[config.mk]
export PLATFORM = sky130hd
export DESIGN_NAME = sipo_framer_flat
export DESIGN_NICKNAME = d
export VERILOG_FILES = /design/src/rtl/sipo_framer_if.sv /design/src/rtl/sipo_framer.sv /design/src/flat_wrapper.sv
export SDC_FILE = /design/constraint.sdc
export NUM_CORES = 1
export LEC_CHECK = 0
export CAP_MARGIN = 20
export CELL_PAD_IN_SITES_DETAIL_PLACEMENT = 1
export CELL_PAD_IN_SITES_GLOBAL_PLACEMENT = 1
export CORE_MARGIN = 1.5
export CORE_UTILIZATION = 40
export DETAILED_ROUTE_END_ITERATION = 10
export GPL_ROUTABILITY_DRIVEN = 0
export PLACE_DENSITY_LB_ADDON = 0.1
export SKIP_LAST_GASP = 1
export SLEW_MARGIN = 40
export SYNTH_ARGS = -nofsm -noshare
export SYNTH_HDL_FRONTEND = slang
export SYNTH_SLANG_ARGS = --single-unit
[constraint.sdc]
create_clock -name i_clk -period 4.65 [get_ports i_clk]
set_input_delay 0.93 -clock i_clk [delete_from_list [all_inputs] [get_ports i_clk]]
set_output_delay 0.93 -clock i_clk [all_outputs]
set_load 0.05 [all_outputs]
[src/rtl/sipo_framer_if.sv]
// Handshake bundle between a beat producer, the framer and a word consumer.
// The slave modport is the framer's own view of the bundle.
interface sipo_framer_if #(
    parameter int SIZE_DATA_IN  = 1,
    parameter int SIZE_DATA_OUT = 8
);
    localparam int DEPTH    = SIZE_DATA_OUT / SIZE_DATA_IN;
    localparam int SIZE_CNT = $clog2(DEPTH + 1);

    logic                     i_valid;
    logic [SIZE_DATA_IN-1:0]  i_data;
    logic                     i_flush;
    logic                     o_ready;
    logic                     o_valid;
    logic [SIZE_DATA_OUT-1:0] o_data;
    logic [SIZE_CNT-1:0]      o_count;
    logic                     o_last;
    logic                     i_ready;

    modport master (
        output i_valid, i_data, i_flush, i_ready,
        input  o_ready, o_valid, o_data, o_count, o_last
    );

    modport slave (
        input  i_valid, i_data, i_flush, i_ready,
        output o_ready, o_valid, o_data, o_count, o_last
    );
endinterface

[src/rtl/sipo_framer.sv]
// Serial-to-parallel framer: packs SIZE_DATA_IN-bit beats into SIZE_DATA_OUT-bit
// words with valid/ready on both sides, selectable bit order, and a flush that
// emits a zero-padded partial word tagged with o_last.
module sipo_framer #(
    parameter int SIZE_DATA_IN  = 1,
    parameter int SIZE_DATA_OUT = 8,
    parameter bit MSB_FIRST     = 1'b1
) (
    input logic           i_clk,
    input logic           i_rst_n,
    sipo_framer_if.slave  bus
);
    localparam int DEPTH    = SIZE_DATA_OUT / SIZE_DATA_IN;
    localparam int SIZE_CNT = $clog2(DEPTH + 1);
    localparam logic [SIZE_CNT-1:0] LAST_IDX = SIZE_CNT'(DEPTH - 1);

    logic [SIZE_CNT-1:0]      cnt_q;
    logic [SIZE_DATA_OUT-1:0] acc_q;
    logic [SIZE_DATA_OUT-1:0] acc_next;
    logic [SIZE_CNT-1:0]      total;
    logic                     valid_q;
    logic                     last_q;
    logic [SIZE_DATA_OUT-1:0] data_q;
    logic [SIZE_CNT-1:0]      count_q;
    logic                     slot_free;
    logic                     last_beat;
    logic                     rdy;
    logic                     beat_acc;
    logic                     flush_acc;
    logic                     emit;

    // Handshake decode and next accumulator image with the incoming beat merged in.
    // o_ready only drops when a completing event would need an occupied output slot.
    always_comb begin
        slot_free = !valid_q | bus.i_ready;
        last_beat = bus.i_valid & (cnt_q == LAST_IDX);
        rdy       = slot_free | !(last_beat | bus.i_flush);
        beat_acc  = bus.i_valid & rdy;
        flush_acc = bus.i_flush & rdy;
        total     = cnt_q + {{(SIZE_CNT-1){1'b0}}, beat_acc};
        emit      = (beat_acc & (cnt_q == LAST_IDX)) |
                    (flush_acc & (total != '0));
        acc_next  = acc_q;
        for (int k = 0; k < DEPTH; k++) begin
            if (beat_acc && (cnt_q == SIZE_CNT'(k))) begin
                if (MSB_FIRST)
                    acc_next[SIZE_DATA_OUT-1-k*SIZE_DATA_IN -: SIZE_DATA_IN] = bus.i_data;
                else
                    acc_next[k*SIZE_DATA_IN +: SIZE_DATA_IN] = bus.i_data;
            end
        end
    end

    // Beat counter and accumulator; both clear whenever a word is handed to the output.
    always_ff @(posedge i_clk or negedge i_rst_n) begin
        if (!i_rst_n) begin
            cnt_q <= '0;
            acc_q <= '0;
        end else if (emit) begin
            cnt_q <= '0;
            acc_q <= '0;
        end else if (beat_acc) begin
            cnt_q <= total;
            acc_q <= acc_next;
        end
    end

    // Output word register; holds while the consumer stalls, reloads back-to-back otherwise.
    always_ff @(posedge i_clk or negedge i_rst_n) begin
        if (!i_rst_n) begin
            valid_q <= 1'b0;
            data_q  <= '0;
            count_q <= '0;
            last_q  <= 1'b0;
        end else if (emit) begin
            valid_q <= 1'b1;
            data_q  <= acc_next;
            count_q <= total;
            last_q  <= flush_acc;
        end else if (bus.i_ready) begin
            valid_q <= 1'b0;
        end
    end

    assign bus.o_ready = rdy;
    assign bus.o_valid = valid_q;
    assign bus.o_data  = data_q;
    assign bus.o_count = count_q;
    assign bus.o_last  = last_q;
endmodule

[src/flat_wrapper.sv]
// flat-port wrapper written by rule: the top's interface ports become plain ports
module sipo_framer_flat 
#(
    parameter int SIZE_DATA_IN  = 1,
    parameter int SIZE_DATA_OUT = 8,
    parameter bit MSB_FIRST     = 1'b1
)
  (i_clk, i_rst_n, bus_i_valid, bus_i_data, bus_i_flush, bus_i_ready, bus_o_ready, bus_o_valid, bus_o_data, bus_o_count, bus_o_last);
  sipo_framer_if #(.SIZE_DATA_IN(SIZE_DATA_IN), .SIZE_DATA_OUT(SIZE_DATA_OUT)) bus_i ();
  input logic i_clk;
  input logic i_rst_n;
  input wire logic [$bits(bus_i.i_valid)-1:0] bus_i_valid;
  input wire logic [$bits(bus_i.i_data)-1:0] bus_i_data;
  input wire logic [$bits(bus_i.i_flush)-1:0] bus_i_flush;
  input wire logic [$bits(bus_i.i_ready)-1:0] bus_i_ready;
  output wire logic [$bits(bus_i.o_ready)-1:0] bus_o_ready;
  output wire logic [$bits(bus_i.o_valid)-1:0] bus_o_valid;
  output wire logic [$bits(bus_i.o_data)-1:0] bus_o_data;
  output wire logic [$bits(bus_i.o_count)-1:0] bus_o_count;
  output wire logic [$bits(bus_i.o_last)-1:0] bus_o_last;
  assign bus_i.i_valid = bus_i_valid;
  assign bus_i.i_data = bus_i_data;
  assign bus_i.i_flush = bus_i_flush;
  assign bus_i.i_ready = bus_i_ready;
  assign bus_o_ready = bus_i.o_ready;
  assign bus_o_valid = bus_i.o_valid;
  assign bus_o_data = bus_i.o_data;
  assign bus_o_count = bus_i.o_count;
  assign bus_o_last = bus_i.o_last;
  sipo_framer #(.SIZE_DATA_IN(SIZE_DATA_IN), .SIZE_DATA_OUT(SIZE_DATA_OUT), .MSB_FIRST(MSB_FIRST)) u_core (.i_clk(i_clk), .i_rst_n(i_rst_n), .bus(bus_i));
endmodule
==> results of run 1 <==
area by class of cell:
cell class	instances	area (um2)
clock buffers	3	22.5
flip-flops and latches	26	651
inverters	4	15.0
well taps	46	57.6
repair buffers	24	230
fillers	382	1660
multi-input cells	96	671
power breakdown:
group / internal, mW / switching (mW) / total [mW] / leakage [nW]
combinational: 0.149 / 0.265 / 0.414 / 0.410
sequential: 0.274 / 0.0428 / 0.317 / 0.348
clock: 0.0303 / 0.0624 / 0.0928 / 0.0138
total: 0.453 / 0.370 / 0.824 / 0.772
routing by layer:
metal	vias to the layer above	GRT usage (%)	wire (um)
met4	0	3.65	23
met1	532	25.8	1480
li1	520	-	-
met2	11	29.6	1380
met5	-	0	0
met3	2	5.04	73
worst max-delay path by stage:
stage                                                    to  slack (ps)  cells past startpoint
after floorplan           u_core.bus.o_count[0]$_DFFE_PN0P_        1720                      9
final                                           bus_o_ready        1090                      5
after CTS                                       bus_o_ready        1080                      5
after detailed placement   u_core.bus.o_data[2]$_DFFE_PN0P_         870                     12
after global placement     u_core.bus.o_data[6]$_DFFE_PN0P_         990                     11
after global routing       u_core.bus.o_data[2]$_DFFE_PN0P_         920                     12
flip-flops by register name (all words and copies together) (netlist names):
signal and flops:
u_core.acc_q 8, u_core.bus.o_count 4, u_core.bus.o_data 8, u_core.bus.o_last 1
u_core.bus.o_valid 1, u_core.cnt_q 4
synthesized netlist by cell type (2+ instances only):
library cell	count
a21oi_1	6
nand2_1	20
a22o_1	3
or2_1	2
mux2i_1	4
o21ai_1	9
and3_1	11
nor2b_1	3
dfrtp_1	26
nor2_1	7
inv_1	4
a221o_1	7
buf_2	3
mux2_1	3
ha_1	2
cell usage in the layout, fill, tap and decap left out:
cell / count
o31a_1: 1
xnor2_1: 1
nand3b_1: 1
or2_1: 2
a2111oi_2: 1
or3_4: 1
o41ai_4: 1
o21ai_1: 9
dfrtp_1: 26
nand2b_1: 1
a22o_1: 3
o21bai_1: 1
nand2_2: 1
a21oi_1: 6
and4b_4: 1
nor2_1: 7
a31oi_1: 1
inv_1: 4
nand2_1: 20
and3_1: 11
o311ai_2: 1
xnor2_2: 1
mux2i_1: 4
clkdlybuf4s50_1: 20
nand3_1: 1
nor3_1: 1
a21o_1: 1
a221o_1: 7
nor2b_4: 1
nor2b_1: 3
clkbuf_4: 3
nand3_2: 1
and2_1: 1
mux2_1: 3
ha_1: 2
buf_4: 4
logic make-up after synthesis:
group | after synthesis | synth area share (%)
AOI/OAI and AO/OA | 32 | 19.1
xor gates and xnor gates | 2 | 1.84
adders and majority gates | 2 | 1.84
DFF | 26 | 47.7
and+or+nand+nor | 53 | 21.0
buffers and inverters | 8 | 3.03
muxes | 7 | 5.42
metrics by stage:
| step | utilization, % | hold slack (ps) | area, um2 | setup WS, ps | std cells |
|---|---|---|---|---|---|
| 6_report | 49.7 | 502 | 1650 | 1090 | 199 |
| 5_1_grt | 49.7 | 541 | 1650 | 920 | 199 |
| 4_1_cts | 49.7 | 512 | 1650 | 1080 | 199 |
| 3_5_place_dp | 49.1 | 475 | 1620 | 866 | 196 |
| 3_3_place_gp | 49.1 | 469 | 1620 | 991 | 196 |
| 2_1_floorplan | - | 453 | 1360 | 1720 | 130 |
worst register-to-register path, stage by stage (launching register included):
cell      delay (ps)
dfrtp_1          510
and4b_4          260
or3_4            350
nand2_2           90
ha_1             200
ha_1             220
xnor2_1          170
nand2_1          170
o311ai_2         450
buf_4            330
nand2_1           90
o21ai_1           70
==> impl_metrics.csv, run 1 <==
group,metric,value,unit
timing,clock_skew,1.78,ps
grt,grt_overflow,0,
layout,fin_nets,163,
yosys,synth_fp_nets,138,
timing,slew_headroom,54.1,%
yosys,synth_area_per_cell,10.5,um2
hold_path,hold_start,"u_core.bus.o_data[6]$_DFFE_PN0P_",
yosys,ys_types,35,
setup_path,slowest_delay,710,ps
yosys,syn_inst,130,
die,die_w,61.4,um
setup_path,reg2reg_slack,1690,ps
yosys,synth.area.top_cells,"dfrtp_1 (48%), nand2_1 (5.5%), a221o_1 (5.1%)",
detailed_routing,wirelength,2960,um
layout,antenna_cells,0,
status,status,"finished, final reports clean",
yosys,synth-edff-count,0,
power_and_ir_drop,power,0.824,mW
setup_path,r2r_cells,11,
yosys,synthFlopType,"dfrtp_1",
hold_path,hold_path_class,"reg2reg",
setup_path,crit_chain,"clkdlybuf4s50_1, nand3b_1, o21bai_1, nand2_1, clkdlybuf4s50_1",
die,core-area,0.00331,mm2
clocking,clk_latency,310,ps
power_and_ir_drop,p_leak,0.772,nW
setup_path,endpoint_kind,"output port",
grt,antenna_found_initial,0,
placed_design,place_hpwl,2260,um
setup_path,cp_slowest_cell,"clkdlybuf4s50_1",
clocking,cts_hold_buffers,0,
die,start_util,41.2,%
clocking,cts_num_sinks,26,
detailed_routing,vias_per_cell,5.35,
detailed_routing,ant_nets,0,
grt,grtUsageTotal,18.6,%
yosys,ys_seq_area_share,47.8,%
yosys,yosysTopAreaCellShare,47.8,%
die,die-area,0.00377,mm2
setup_path,worst-setup-path-type,"in2out",
setup_path,timing.rr.start,"u_core.cnt_q[1]$_DFFE_PN0P_",
setup_path,cp_num_buf_inv,2,
detailed_routing,first_pass_iters,4,
timing,maxSlewViolCount,0,
power_and_ir_drop,ir_worst_vdd,0.289,mV
run,maxCapViolations,0,
grt,grt_pass1_vias,1037,
hold_path,holdPathStages,2,
detailed_routing,wl_per_cell,14.9,um
yosys,yosys_warnings,0,
yosys,synth_area,0.00136,mm2
timing,fin_crit,3560,ps
timing,hold_viol_final,0,
placed_design,io_buffers,20,
setup_path,rr_endpoint,"u_core.bus.o_data[2]$_DFFE_PN0P_",
layout,drive_gt1_share,10.5,%
layout,areaGrowthSynthToFinish,20.8,%
setup_path,worstSetupStartpointType,"input pin",
grt,grt_start_max_net_pins,21,
clocking,cts-root-buf,"clkbuf_4",
clocking,cts_tree,"yes",
clocking,cts_made_buffers,3,
setup_path,cp_top_family,"buffers and inverters",
timing,setup_viol,0,
die,die_h,61.4,um
setup_path,path_common_cell,"clkdlybuf4s50_1",
clocking,clk_pin_slew,130,ps
hold_path,hold_end,"u_core.bus.o_data[6]$_DFFE_PN0P_",
clocking,post_cts_buffers,0,
clocking,htreeDepth,1,
timing,tightest_slew,687,ps
setup_path,cp_data_arrival_time,2630,ps
power_and_ir_drop,power_density,500,mW/mm2
timing,clock.fmax,281,MHz
clocking,cts_resized,0,
detailed_routing,vias,1065,
yosys,ys_ff_latch,26,
die,rows,21,
detailed_routing,drt_iter0_drc,35,
setup_path,crit_required,3720,ps
timing,tns,0,ps
detailed_routing,drc,0,
yosys,async_reset_ff_share,100,%
timing,rsz0062_at_grt,"false",
grt,grt_pass1_wl,5070,um
yosys,yosysTopAreaCell,"dfrtp_1",
timing,post-route-period-util,76.6,%
die,pin_count,21,
setup_path,crit_start,"bus_i_valid",
clocking,ctsLongestPathBuffers,2,
setup_path,worstPathMaxFanout,4,
No activity file was read; power rests on OpenSTA's default activity.
==> run 2, diff against run 1 <==
- clock period: 4.65 -> 3.4 ns (I/O delays scaled with it)
==> run 2 against run 1 <==
Compared with the run above:
- worst hold slack about the same
- power increased by 45%
- critical endpoint unchanged
- sequential power increased by 38%
- clock-buffer cell count increased by 1
- clock power increased by 78%
- non-clock buffer count increased by 3
- first-iteration DRC count decreased by 29%
- wire length increased by 6.6%
- cell area increased by 3.0%
- sequential share of layout area decreased by 1.1 points
- critical path depth unchanged
- utilization increased by 1.5 points
==> impl_metrics.csv, run 2 (synthesized netlist as in run 1, its figures left out) <==
group,metric,value,unit
layout,mostFrequentLayoutCells,"dfrtp_1 (26), nand2_1 (20), clkdlybuf4s50_1 (20), and3_1 (11), o21ai_1 (9)",
timing,hold_viol_final,0,
timing,tns,0,ps
layout,num-fill-cells,397,
detailed_routing,wirelength,3150,um
timing,slew_headroom,57.1,%
clocking,ctsLongestPathBuffers,2,
clocking,clk_pin_slew,140,ps
grt,antenna_found_initial,0,
clocking,post_cts_buffers,0,
clocking,cts-root-buf,"clkbuf_4",
timing,post-route-period-util,90.6,%
grt,gr-usage-met2,30.1,%
setup_path,crit_required,2720,ps
timing,fin_ws,319,ps
timing,setup_viol,0,
clocking,cts_hold_buffers,0,
detailed_routing,vias_per_cell,5.34,
layout,antenna_cells,0,
detailed_routing,ant_nets,0,
die,rows,21,
grt,top_usage_layer,"met2",
grt,grt_start_max_net_pins,27,
detailed_routing,first_pass_iters,4,
placed_design,io_buffers,20,
timing,clock.fmax,325,MHz
timing,clock_skew,2.70,ps
die,die_w,61.4,um
power_and_ir_drop,power_density,704,mW/mm2
layout,fin_cells,203,
grt,grt_pass1_vias,1063,
grt,grt_pass1_wl,5080,um
timing,fin_crit,3080,ps
timing,holdWs,502,ps
clocking,cts_num_sinks,26,
layout,drive_gt1_share,12.7,%
detailed_routing,drc,0,
clocking,cts_resized,0,
layout,stdcell_area,0.00170,mm2
placed_design,placed_cell_area,0.00166,mm2
hold_path,hold_path_class,"reg2reg",
setup_path,worstSetupStartpointType,"input pin",
grt,grtUsageTotal,18.9,%
clocking,htreeDepth,1,
die,pin_count,21,
detailed_routing,vias,1085,
status,status,"finished, final reports clean",
power_and_ir_drop,ir_worst_vdd,0.334,mV
setup_path,worst-setup-path-type,"in2out",
detailed_routing,wl_per_cell,15.5,um
power_and_ir_drop,p_leak,0.797,nW
detailed_routing,drt_iter0_drc,25,
die,die_h,61.4,um
die,die-area,0.00377,mm2
timing,tightest_slew,643,ps
layout,areaGrowthSynthToFinish,24.4,%
setup_path,cp_data_arrival_time,2400,ps
die,core-area,0.00331,mm2
timing,maxSlewViolCount,0,
die,start_util,41.2,%
run,maxCapViolations,0,
clocking,cts_tree,"yes",
layout,final_common_cell,"dfrtp_1",
layout,fin_util,51.2,%
layout,fin_nets,166,
grt,grt_overflow,0,
placed_design,place_hpwl,2300,um
setup_path,worstPathMaxFanout,4,
placed_design,post-place-ws,2.57,ps
clocking,cts_made_buffers,3,
grt,use_met1,25.6,%
timing,rsz0062_at_grt,"false",
clocking,clk_latency,340,ps
grt,grt_util_met3,2.94,%
placed_design,dpl.cell_count,199,
setup_path,endpoint_kind,"output port",
power_and_ir_drop,power,1.19,mW
[run 2: cell types whose count changed in the layout (fill, tap and decap cells not counted), sizes merged]
cell	before	now
buf	4	7
clkbuf	3	4
[run 2: final cells by class]
class | instances | area [um2] | area share, %
inverters | 4 | 15.0 | 0.886
well taps | 46 | 57.6 | 3.39
flip-flops and latches | 26 | 651 | 38.4
repair buffers | 27 | 265 | 15.6
clock buffers | 4 | 36.3 | 2.14
multi-input cells | 96 | 671 | 39.6
[run 2: critical path: stages]
cell and delay (ps):
clkdlybuf4s50_1 510, nand3b_1 140, o21bai_1 270, nand2_1 90, clkdlybuf4s50_1 710
[run 2: layer usage]
layer / part of all wire [%] / routed length (um) / vias up
met4: 1.7 / 55 / 0
met2: 47 / 1490 / 15
met3: 1.9 / 61 / 5
li1: - / - / 527
met5: 0 / 0 / -
met1: 49 / 1540 / 538
[run 2: power by group]
part | leakage (nW) | total (mW) | switching (mW) | internal, mW
Sequential | 0.348 | 0.436 | 0.0620 | 0.374
Clock | 0.0210 | 0.165 | 0.0992 | 0.0657
Combinational | 0.428 | 0.593 | 0.368 | 0.225
Total | 0.797 | 1.19 | 0.529 | 0.665
[run 2: final timing paths]
| check | depth (start not counted) | slack, ps | start | endpoint |
|---|---|---|---|---|
| max | 5 | 320 | bus_i_valid | bus_o_ready |
| min | 2 | 500 | u_core.bus.o_data[0]$_DFFE_PN0P_ | u_core.bus.o_data[0]$_DFFE_PN0P_ |
| max reg2reg | 10 | 580 | u_core.cnt_q[1]$_DFFE_PN0P_ | u_core.bus.o_count[0]$_DFFE_PN0P_ |
| min reg2reg | 2 | 500 | u_core.bus.o_data[0]$_DFFE_PN0P_ | u_core.bus.o_data[0]$_DFFE_PN0P_ |
| max in group asynchronous | 2 | 2450 | i_rst_n | u_core.acc_q[7]$_DFFE_PN0P_ |
| min in group asynchronous | 2 | 700 | i_rst_n | u_core.bus.o_data[0]$_DFFE_PN0P_ |
==> variant, RTL diff (flow settings as in run 2) <==
`MSB_FIRST` is set to 1'b1 in 2 places; all go to 1'b0.
--- a/src/rtl/sipo_framer.sv
+++ b/src/rtl/sipo_framer.sv
@@ -4,7 +4,7 @@
 module sipo_framer #(
     parameter int SIZE_DATA_IN  = 1,
     parameter int SIZE_DATA_OUT = 8,
-    parameter bit MSB_FIRST     = 1'b1
+    parameter bit MSB_FIRST     = 1'b0
 ) (
     input logic           i_clk,
     input logic           i_rst_n,
--- a/src/flat_wrapper.sv
+++ b/src/flat_wrapper.sv
@@ -3,7 +3,7 @@
 #(
     parameter int SIZE_DATA_IN  = 1,
     parameter int SIZE_DATA_OUT = 8,
-    parameter bit MSB_FIRST     = 1'b1
+    parameter bit MSB_FIRST     = 1'b0
 )
   (i_clk, i_rst_n, bus_i_valid, bus_i_data, bus_i_flush, bus_i_ready, bus_o_ready, bus_o_valid, bus_o_data, bus_o_count, bus_o_last);
   sipo_framer_if #(.SIZE_DATA_IN(SIZE_DATA_IN), .SIZE_DATA_OUT(SIZE_DATA_OUT)) bus_i ();
Check against the original RTL: not equivalent (a bounded check fails within 4 cycles, from zero or initial values and one cycle with i_rst_n low).
==> variant against run 2 <==
Worst setup slack worse by 0.0077 ns. Non-clock buffer count increased by 1. Synthesized area rose by 0.55%. Routed wire length rose by 3.0%. Critical path type is now in -> reg. Power grew 7.4%. Cell area up 0.74%. Critical endpoint is now u_core.bus.o_count[3]$_DFFE_PN0P_. Utilization up 0.38 points. Sequential cell count unchanged.
==> variant: results (changes against run 2) <==
<table>
<tr><th>Metric</th><th>Value</th></tr>
<tr><th colspan="2">STA</th></tr>
<tr><td>Final setup skew</td><td>0.00356 ns (+0.000864 ns)</td></tr>
<tr><td>Slew headroom</td><td>0.661 (+0.0899)</td></tr>
<tr><th colspan="2">Pwr</th></tr>
<tr><td>Standby leakage power</td><td>0.809 nW (+1.5%)</td></tr>
<tr><td>Max IR drop VDD</td><td>0.295 mV (-12%)</td></tr>
<tr><th colspan="2">Global route</th></tr>
<tr><td>Global-route wire length before repair</td><td>5140 um (+1.2%)</td></tr>
<tr><td>Fraction of met3 tracks used by global routing</td><td>0.0315 (+0.00210)</td></tr>
<tr><td>Met1 demand-to-capacity share in global routing</td><td>0.233 (-0.0224)</td></tr>
<tr><td>Global-route track usage on met2</td><td>0.323 (+0.0224)</td></tr>
<tr><td>Global routing usage summed across all routing layers</td><td>0.190 (+0.00172)</td></tr>
<tr><th colspan="2">Synthesis</th></tr>
<tr><td>Area contributors post-synth</td><td>dfrtp_1 (47%), and3_1 (5.5%), nand2_1 (5.5%)</td></tr>
<tr><td>Commonest cells in the synthesized netlist</td><td>dfrtp_1 (26), nand2_1 (20), and3_1 (12), o21ai_1 (9), a21oi_1 (7)</td></tr>
<tr><td>Gate count after technology mapping</td><td>131 (+0.77%)</td></tr>
<tr><td>Number of nets produced by synthesis</td><td>139 (+0.72%)</td></tr>
<tr><td>Number of distinct library cells after synthesis</td><td>39 (+11%)</td></tr>
<tr><td>Sequential-to-total area share from yosys stat</td><td>0.475 (-0.00262)</td></tr>
<tr><th colspan="2">Status</th></tr>
<tr><td>Status</td><td>finished clean</td></tr>
<tr><th colspan="2">Layout</th></tr>
<tr><td>Total number of nets in the final design</td><td>167 (+0.60%)</td></tr>
<tr><td>Share of layout cells above drive strength 1</td><td>0.133 (+0.00552)</td></tr>
<tr><td>Filler cells</td><td>387 (-2.5%)</td></tr>
<tr><th colspan="2">Route</th></tr>
<tr><td>Final routed wirelength across all metal layers</td><td>3250 um (+3.0%)</td></tr>
<tr><td>Number of DRC markers after the initial detailed-route iteration</td><td>20 (-20%)</td></tr>
<tr><td>Avg Vias per Cell</td><td>5.32 (-0.49%)</td></tr>
<tr><th colspan="2">Setup path</th></tr>
<tr><td>Data arrival, critical path</td><td>3.33 ns (+0.93 ns)</td></tr>
<tr><td>Slowest stage cell, crit path</td><td>clkdlybuf4s50_1</td></tr>
<tr><td>Slowest stage delay, CP</td><td>0.50 ns (-0.21 ns)</td></tr>
<tr><td>Critical Path Fanout Max</td><td>5 (+1)</td></tr>
<tr><th colspan="2">Place</th></tr>
<tr><td>Cell total after placement</td><td>200 (+0.50%)</td></tr>
<tr><td>Placement-stage worst setup slack</td><td>-0.0194 ns (-0.0220 ns)</td></tr>
<tr><td>HPWL after detailed placement</td><td>2350 um (+2.5%)</td></tr>
</table>
==> variant: changes by cell type in the layout (fill, tap and decap cells not counted), sizes merged <==
| cell | delta |
|---|---|
| a211o | +1 |
| a21oi | +1 |
| a221o | -1 |
| and3 | +1 |
| and4 | +1 |
| buf | +1 |
| bufinv | +1 |
| clkbuf | -1 |
| mux2i | -1 |
| nor2 | -2 |
==> variant: worst paths after layout <==
path                                                        from                                 to  slack, ns  cells past startpoint
min in group asynchronous                                i_rst_n   u_core.bus.o_data[4]$_DFFE_PN0P_       0.69                      2
worst max register to register       u_core.cnt_q[1]$_DFFE_PN0P_  u_core.bus.o_count[3]$_DFFE_PN0P_       0.47                     10
max in group asynchronous                                i_rst_n  u_core.bus.o_count[3]$_DFFE_PN0P_       2.46                      2
worst max-delay path                                 bus_i_valid  u_core.bus.o_count[3]$_DFFE_PN0P_       0.31                     11
worst min register to register  u_core.bus.o_data[3]$_DFFE_PN0P_   u_core.bus.o_data[3]$_DFFE_PN0P_       0.50                      2
worst min-delay path            u_core.bus.o_data[3]$_DFFE_PN0P_   u_core.bus.o_data[3]$_DFFE_PN0P_       0.50                      2
==> variant: worst reg2reg max path: stages (launching register included) <==
cell,delay [ns]
dfrtp_1,0.53
and4b_4,0.28
or3_4,0.36
nand2_2,0.08
ha_1,0.20
ha_1,0.23
xnor2_1,0.16
nand2_1,0.17
o311ai_2,0.30
buf_4,0.20
mux2_1,0.31
==> variant: layer usage <==
| layer | routed length [um] | up-vias |
|---|---|---|
| met5 | 0 | - |
| met4 | 62 | 0 |
| met3 | 52 | 5 |
| met2 | 1630 | 14 |
| met1 | 1500 | 536 |
| li1 | - | 530 |
==> variant: cells by family after synthesis <==
kind of cell,count (synthesis),share of synthesized area
XOR/XNOR,2,0.0183
flip-flops,26,0.475
AND/OR/NAND/NOR,53,0.215
buffers and inverters,9,0.0347
AO/OA/AOI/OAI,33,0.193
multiplexers,6,0.0466
adder cells (fa/ha/maj),2,0.0183
==> variant: cell type report <==
cell class | count | area share
Timing Repair Buffer | 28 | 0.152
Sequential cell | 26 | 0.381
Clock buffer | 3 | 0.0132
Inverter | 4 | 0.00879
Clock inverter | 1 | 0.0176
Multi-Input combinational cell | 96 | 0.393
Tap cell | 46 | 0.0337
==> variant: where the power goes <==
group	switching, W	total [W]	leakage, nW	internal [W]
combinational	0.000393	0.000619	0.433	0.000226
sequential	0.0000673	0.000446	0.348	0.000378
clock	0.0000990	0.000218	0.0279	0.000119
==> variant: metrics by stage <==
stage                     cell area [sq um]   util  TNS (ns)
after detailed placement               1660  0.500   -0.0490
after global placement                 1660  0.500         0
after CTS                              1710  0.516         0
after global routing                   1710  0.516         0
after floorplan                        1370      -         0
final                                  1710  0.516         0
